==> src/rtl/seg_display_ctrl_if.sv <==
// Register write and software-scan capture port of the seven-segment controller.
interface seg_display_ctrl_if #(
  parameter int unsigned NUM_DIGITS = 4,
  parameter int unsigned SEG_W      = 8
);
  localparam int unsigned ADDR_W = $clog2(NUM_DIGITS + 2);

  logic                  wr_en_i;
  logic [ADDR_W-1:0]     wr_addr_i;
  logic [SEG_W-1:0]      wr_data_i;
  logic                  cap_en_i;
  logic [NUM_DIGITS-1:0] cap_sel_ni;
  logic [SEG_W-1:0]      cap_data_i;

  modport master (
    output wr_en_i, wr_addr_i, wr_data_i, cap_en_i, cap_sel_ni, cap_data_i
  );

  modport slave (
    input  wr_en_i, wr_addr_i, wr_data_i, cap_en_i, cap_sel_ni, cap_data_i
  );
endinterface

==> src/rtl/seg_display_ctrl.sv <==
// N-digit seven-segment controller: segment register file with hex decode,
// per-digit blink, static outputs and a multiplexed scan bus.
module seg_display_ctrl #(
  parameter int unsigned NUM_DIGITS = 4,
  parameter int unsigned SEG_W      = 8,
  parameter int unsigned SCAN_DIV   = 50000,
  parameter int unsigned BLINK_DIV  = 12500000,
  parameter int unsigned ACTIVE_LOW = 1
) (
  input  logic                        clk_i,
  input  logic                        rst_i,
  seg_display_ctrl_if.slave           bus,
  output logic [NUM_DIGITS*SEG_W-1:0] seg_o,
  output logic [SEG_W-1:0]            scan_seg_o,
  output logic [NUM_DIGITS-1:0]       scan_an_o
);
  localparam int unsigned ADDR_W  = $clog2(NUM_DIGITS + 2);
  localparam int unsigned IDX_W   = $clog2(NUM_DIGITS);
  localparam int unsigned SCAN_W  = (SCAN_DIV > 1) ? $clog2(SCAN_DIV) : 1;
  localparam int unsigned BLINK_W = (BLINK_DIV > 1) ? $clog2(BLINK_DIV) : 1;
  localparam logic        INV     = (ACTIVE_LOW != 0);

  logic [SEG_W-1:0]            digit_q [NUM_DIGITS];
  logic [SEG_W-1:0]            digit_d [NUM_DIGITS];
  logic [NUM_DIGITS-1:0]       dec_q, dec_d, blink_q, blink_d;
  logic [SCAN_W-1:0]           scan_cnt_q, scan_cnt_d;
  logic [IDX_W-1:0]            scan_idx_q, scan_idx_d;
  logic [BLINK_W-1:0]          blink_cnt_q, blink_cnt_d;
  logic                        phase_q, phase_d;
  logic [NUM_DIGITS*SEG_W-1:0] seg_q, seg_d;
  logic [SEG_W-1:0]            scan_seg_q, scan_seg_d;
  logic [NUM_DIGITS-1:0]       scan_an_q, scan_an_d;
  logic [SEG_W-1:0]            disp [NUM_DIGITS];
  int unsigned                 cap_zeros;
  logic [IDX_W-1:0]            cap_j;

  function automatic logic [6:0] hex7(input logic [3:0] n);
    case (n)
      4'h0: hex7 = 7'h3F;  4'h1: hex7 = 7'h06;  4'h2: hex7 = 7'h5B;  4'h3: hex7 = 7'h4F;
      4'h4: hex7 = 7'h66;  4'h5: hex7 = 7'h6D;  4'h6: hex7 = 7'h7D;  4'h7: hex7 = 7'h07;
      4'h8: hex7 = 7'h7F;  4'h9: hex7 = 7'h6F;  4'hA: hex7 = 7'h77;  4'hB: hex7 = 7'h7C;
      4'hC: hex7 = 7'h39;  4'hD: hex7 = 7'h5E;  4'hE: hex7 = 7'h79;  default: hex7 = 7'h71;
    endcase
  endfunction

  // Displayed value per digit: optional decode of the low nibble, then blink blanking.
  always_comb begin
    for (int i = 0; i < NUM_DIGITS; i++) begin
      disp[i] = digit_q[i];
      if (dec_q[i]) disp[i][6:0] = hex7(digit_q[i][3:0]);
      if (blink_q[i] && phase_q) disp[i] = '0;
    end
  end

  // Register file update; the direct write is applied last so it wins a collision.
  always_comb begin
    digit_d   = digit_q;
    dec_d     = dec_q;
    blink_d   = blink_q;
    cap_zeros = 0;
    cap_j     = '0;
    for (int unsigned j = 0; j < NUM_DIGITS; j++) begin
      if (!bus.cap_sel_ni[j]) begin
        cap_zeros = cap_zeros + 1;
        cap_j     = IDX_W'(j);
      end
    end
    if (bus.cap_en_i && cap_zeros == 1)
      digit_d[IDX_W'(NUM_DIGITS - 1) - cap_j] = bus.cap_data_i;
    if (bus.wr_en_i) begin
      if (bus.wr_addr_i < ADDR_W'(NUM_DIGITS))
        digit_d[bus.wr_addr_i[IDX_W-1:0]] = bus.wr_data_i;
      else if (bus.wr_addr_i == ADDR_W'(NUM_DIGITS))
        dec_d = bus.wr_data_i[NUM_DIGITS-1:0];
      else if (bus.wr_addr_i == ADDR_W'(NUM_DIGITS + 1))
        blink_d = bus.wr_data_i[NUM_DIGITS-1:0];
    end
  end

  // Free-running scan and blink timebases, plus the output registers.
  always_comb begin
    scan_cnt_d  = scan_cnt_q + SCAN_W'(1);
    scan_idx_d  = scan_idx_q;
    blink_cnt_d = blink_cnt_q + BLINK_W'(1);
    phase_d     = phase_q;
    if (scan_cnt_q == SCAN_W'(SCAN_DIV - 1)) begin
      scan_cnt_d = '0;
      scan_idx_d = (scan_idx_q == IDX_W'(NUM_DIGITS - 1)) ? '0 : scan_idx_q + IDX_W'(1);
    end
    if (blink_cnt_q == BLINK_W'(BLINK_DIV - 1)) begin
      blink_cnt_d = '0;
      phase_d     = ~phase_q;
    end
    for (int i = 0; i < NUM_DIGITS; i++)
      seg_d[i*SEG_W +: SEG_W] = disp[i] ^ {SEG_W{INV}};
    scan_seg_d = disp[scan_idx_q] ^ {SEG_W{INV}};
    scan_an_d  = (NUM_DIGITS'(1) << scan_idx_q) ^ {NUM_DIGITS{INV}};
  end

  always_ff @(posedge clk_i) begin
    if (rst_i) begin
      for (int i = 0; i < NUM_DIGITS; i++) digit_q[i] <= '0;
      dec_q       <= '0;
      blink_q     <= '0;
      scan_cnt_q  <= '0;
      scan_idx_q  <= '0;
      blink_cnt_q <= '0;
      phase_q     <= 1'b0;
      seg_q       <= {(NUM_DIGITS*SEG_W){INV}};
      scan_seg_q  <= {SEG_W{INV}};
      scan_an_q   <= NUM_DIGITS'(1) ^ {NUM_DIGITS{INV}};
    end else begin
      digit_q     <= digit_d;
      dec_q       <= dec_d;
      blink_q     <= blink_d;
      scan_cnt_q  <= scan_cnt_d;
      scan_idx_q  <= scan_idx_d;
      blink_cnt_q <= blink_cnt_d;
      phase_q     <= phase_d;
      seg_q       <= seg_d;
      scan_seg_q  <= scan_seg_d;
      scan_an_q   <= scan_an_d;
    end
  end

  assign seg_o      = seg_q;
  assign scan_seg_o = scan_seg_q;
  assign scan_an_o  = scan_an_q;
endmodule

==> src/flat_wrapper.sv <==
// flat-port wrapper written by rule: the top's interface ports become plain ports
module seg_display_ctrl_flat 
#(
  parameter int unsigned NUM_DIGITS = 4,
  parameter int unsigned SEG_W      = 8,
  parameter int unsigned SCAN_DIV   = 50000,
  parameter int unsigned BLINK_DIV  = 12500000,
  parameter int unsigned ACTIVE_LOW = 1
)
  (clk_i, rst_i, seg_o, scan_seg_o, scan_an_o, bus_wr_en_i, bus_wr_addr_i, bus_wr_data_i, bus_cap_en_i, bus_cap_sel_ni, bus_cap_data_i);
  seg_display_ctrl_if #(.NUM_DIGITS(NUM_DIGITS), .SEG_W(SEG_W)) bus_i ();
  input  logic clk_i;
  input  logic rst_i;
  output logic [NUM_DIGITS*SEG_W-1:0] seg_o;
  output logic [SEG_W-1:0] scan_seg_o;
  output logic [NUM_DIGITS-1:0] scan_an_o;
  input wire logic [$bits(bus_i.wr_en_i)-1:0] bus_wr_en_i;
  input wire logic [$bits(bus_i.wr_addr_i)-1:0] bus_wr_addr_i;
  input wire logic [$bits(bus_i.wr_data_i)-1:0] bus_wr_data_i;
  input wire logic [$bits(bus_i.cap_en_i)-1:0] bus_cap_en_i;
  input wire logic [$bits(bus_i.cap_sel_ni)-1:0] bus_cap_sel_ni;
  input wire logic [$bits(bus_i.cap_data_i)-1:0] bus_cap_data_i;
  assign bus_i.wr_en_i = bus_wr_en_i;
  assign bus_i.wr_addr_i = bus_wr_addr_i;
  assign bus_i.wr_data_i = bus_wr_data_i;
  assign bus_i.cap_en_i = bus_cap_en_i;
  assign bus_i.cap_sel_ni = bus_cap_sel_ni;
  assign bus_i.cap_data_i = bus_cap_data_i;
  seg_display_ctrl #(.NUM_DIGITS(NUM_DIGITS), .SEG_W(SEG_W), .SCAN_DIV(SCAN_DIV), .BLINK_DIV(BLINK_DIV), .ACTIVE_LOW(ACTIVE_LOW)) u_core (.clk_i(clk_i), .rst_i(rst_i), .bus(bus_i), .seg_o(seg_o), .scan_seg_o(scan_seg_o), .scan_an_o(scan_an_o));
endmodule
==> config.mk <==
export PLATFORM = sky130hd
export DESIGN_NAME = seg_display_ctrl_flat
export DESIGN_NICKNAME = d
export VERILOG_FILES = /design/src/rtl/seg_display_ctrl_if.sv /design/src/rtl/seg_display_ctrl.sv /design/src/flat_wrapper.sv
export SDC_FILE = /design/constraint.sdc
export NUM_CORES = 1
export LEC_CHECK = 0
export BUFFER_PORTS_ARGS = -buffer_cell sky130_fd_sc_hd__buf_2
export CORE_MARGIN = 3
export CORE_UTILIZATION = 45
export DETAILED_ROUTE_END_ITERATION = 12
export MAX_ROUTING_LAYER = met4
export PLACE_DENSITY = 0.66
export SKIP_LAST_GASP = 1
export SYNTH_ARGS = -nofsm -noshare
export SYNTH_HDL_FRONTEND = slang
export SYNTH_SLANG_ARGS = --single-unit
==> constraint.sdc <==
create_clock -name clk_i -period 4.56 [get_ports clk_i]
set_input_delay 0.912 -clock clk_i [delete_from_list [all_inputs] [get_ports clk_i]]
set_output_delay 0.912 -clock clk_i [all_outputs]
set_load 0.02 [all_outputs]
==> flow_summary.ini <==
[yosys]
syn_inst = 804
synth_area_um2 = 7477
synth_area_leader_cell = dfxtp_1
synth-simple-area-share_pct = 18.57
synth-main-ff-cell = dfxtp_1
synth_area_leaders = dfxtp_1 (41%), mux2i_1 (6.6%), ha_1 (6.2%)
synth-async-reset-ratio_pct = 0
ys_types = 71
synth_fa_ha_area_share_pct = 6.191
synth-seq-area-share_pct = 41.50
synthMuxAreaShare_pct = 11.98
synth_xor_area_share_pct = 4.334
synth_edf_count = 0
synth_seq_cells = 155
synth_top_area_share_pct = 41.50
synth_top_family_by_area = simple AND/OR/NAND/NOR gates
yosysWarnings = 0
synth_nets = 868
synth.avg_cell_area_um2 = 9.300
synth_compound_area_share_pct = 13.15

[cts]
cts_resized = 0
post_cts_buffers = 0
clock_latency_ns = 0.43
hold_buffers = 0
path_clk_slew_ns = 0.06
htree_levels = 4
cts_tree = yes
root_buffer = clkbuf_16
clock_path_buffers = 2
cts_sinks = 155
cts_buffers = 17

[power_and_ir_drop]
internal_power_uw = 2347
p_comb_share_pct = 9.3
power_frac_seq_pct = 45.3
p_switching_uw = 810.9
p_leak_uw = 0.003266
total_power_uw = 3158
p_per_area_nw_per_um2 = 367.1
ir_drop_mv = 0.2882
power_switching_share_pct = 25.68
p_clk_share_pct = 45.4

[sta]
clock_skew_ns = 0.01110
setup_violations = 0
slew_headroom_pct = 38.19
maxSlewViolCount = 0
finalCritPeriodShare_pct = 86.84
worstMarginPinSlew_ns = 0.9272
tns_ns = 0
layout_min_cycle_time_ns = 3.960
hold_viol = 0
max_freq_mhz = 252.5
rsz0062_at_grt = no

[critical_path]
worst_path_max_delay_cell = mux4_2
slowest_delay_ns = 0.55
crit_required_ns = 4.82
startpoint_type = primary input
worstSetupEndpointType = flip-flop
ff2ff_setup_slack_ns = 2.33
worstPathArrival_ns = 4.22
worstPathCellList = buf_2, inv_1, ha_1, xnor2_1, ha_1, or2_0, mux4_2, nor2_8, mux2i_1, a211o_1, inv_1, ha_1, inv_1, nor3b_2, a21oi_1
cp_max_fo = 8
crit_type = in -> reg

[final_layout]
drive_above_1_share_pct = 19.43
multi_input_area_um2 = 4055
fin_util_pct = 53.58
fin_nets = 926
area_growth_pct = 15.06
fillerInstances = 1461
finalInstanceArea_um2 = 8603
final-seq-area_um2 = 3103
insertedDiodeCount = 0

[route]
wl_per_cell_um = 15.97
drt_iter0_markers = 326
drcViolationCount = 0
finalWirelength_um = 17430
num_vias = 5739
ant_nets = 0
via_per_inst = 5.260
drt-pass1-iter-count = 6

[floorplan]
ioPinCount = 71
start_util_pct = 46.56
rows = 46
dieArea_um2 = 18200
die_h_um = 134.9
core_um2 = 16060
die_w_um = 134.9

[global_route]
first_global_vias = 5295
antenna_found_initial = 0
grt_first_pass_wirelength_um = 27790
track_usage_pct = 20.13
overflow = 0
grt_max_degree = 44

[worst_hold_path]
hp-class = reg -> reg

[placed_design]
finalWeightedCongestion = 0.8620
dp_hpwl_um = 12830
placed_cell_area_um2 = 8000
port_buffers = 70

[run_status]
status = finished, final reports clean

[flow_run]
cap_viol_max_count = 0
==> power by group through the flow <==
stage,Sequential (uW),Clock (uW),Combinational [uW]
floorplan,1470,0,190
global placement,1460,0,289
detailed placement,1460,0,291
CTS,1430,1460,293
global route,1440,1510,323
finish,1430,1430,292
==> cell families after synthesis <==
family                     count (synthesis)
AOI/OAI and AO/OA                        132
xor gates and xnor gates                  37
adders and majority gates                 37
buffers and inverters                     78
DFF                                      155
muxes                                     81
and+or+nand+nor                          284
==> critical path: cells and delay by family <==
| kind | cells | cell delay, ns |
|---|---|---|
| adders and majority gates | 3 | 0.87 |
| muxes | 2 | 0.64 |
| and+or+nand+nor | 3 | 0.63 |
| buffers and inverters | 4 | 0.54 |
| AOI/OAI and AO/OA | 2 | 0.48 |
| xor gates and xnor gates | 1 | 0.14 |
==> cell usage after synthesis, drive strengths merged, types with 5 or more instances <==
library cell  instances
a211oi               26
a21oi                29
a221oi                5
a22oi                 5
a311oi               13
and2                  7
and3                  5
buf                  10
clkbuf               33
dfxtp               155
ha                   37
inv                  35
mux2                 28
mux2i                50
nand2                52
nand2b               12
nand3                23
nand4                11
nor2                123
nor2b                 9
nor3                  9
o21ai                21
o31ai                 5
or2                   5
or3                   8
xnor2                19
xor2                 18
==> routing by layer <==
layer	up-vias	GRT usage, %	wire (um)
li1	2935	-	-
met5	-	-	0
met3	17	4.396	1024
met4	0	4.638	160
met2	143	29.07	7519
met1	2644	28.88	8721
==> worst paths after layout <==
path | to | from | depth (start not counted)
max reg2reg | flip-flop | u_core.digit_q[17] | 7
min | u_core.seg_o[31] | u_core.digit_q[7] | 1
min reg2reg | u_core.seg_o[31] | u_core.digit_q[7] | 1
max | flip-flop | bus_cap_sel_ni[1] | 15
==> area by class of cell <==
cell class	instances	area share (%)
Multi-Input combinational cell	571	47.13
Sequential cell	155	36.07
Timing Repair Buffer	82	5.119
Clock buffer	17	4.945
Tap cell	216	3.141
Clock inverter	15	2.065
Inverter	35	1.527
==> placed cells by master (no fill, tap or decap), types with 6 or more instances in the layout <==
cell,instances
inv_1,34
clkbuf_16,17
a21oi_1,29
mux2_2,26
nor2b_1,9
a211oi_1,23
nor2_1,121
dfxtp_1,155
nand3_1,22
a311oi_1,10
xor2_1,18
ha_1,37
nand2b_1,12
nand2_1,52
and2_1,6
nand4_1,11
or3_1,8
o21ai_0,17
buf_2,70
xnor2_1,19
mux2i_1,49
nor3_1,8
buf_4,12
==> metrics by stage <==
stage,hold slack [ns],setup slack (ns),std cells
3_3_place_gp,0.4317,0.2148,1059
5_1_grt,0.4668,0.3793,1091
2_1_floorplan,0.3697,0.05791,804
3_5_place_dp,0.4367,0.1811,1059
6_report,0.4544,0.5999,1091
4_1_cts,0.4492,0.6189,1091
Note: power is estimated with default switching activity, not from simulation.
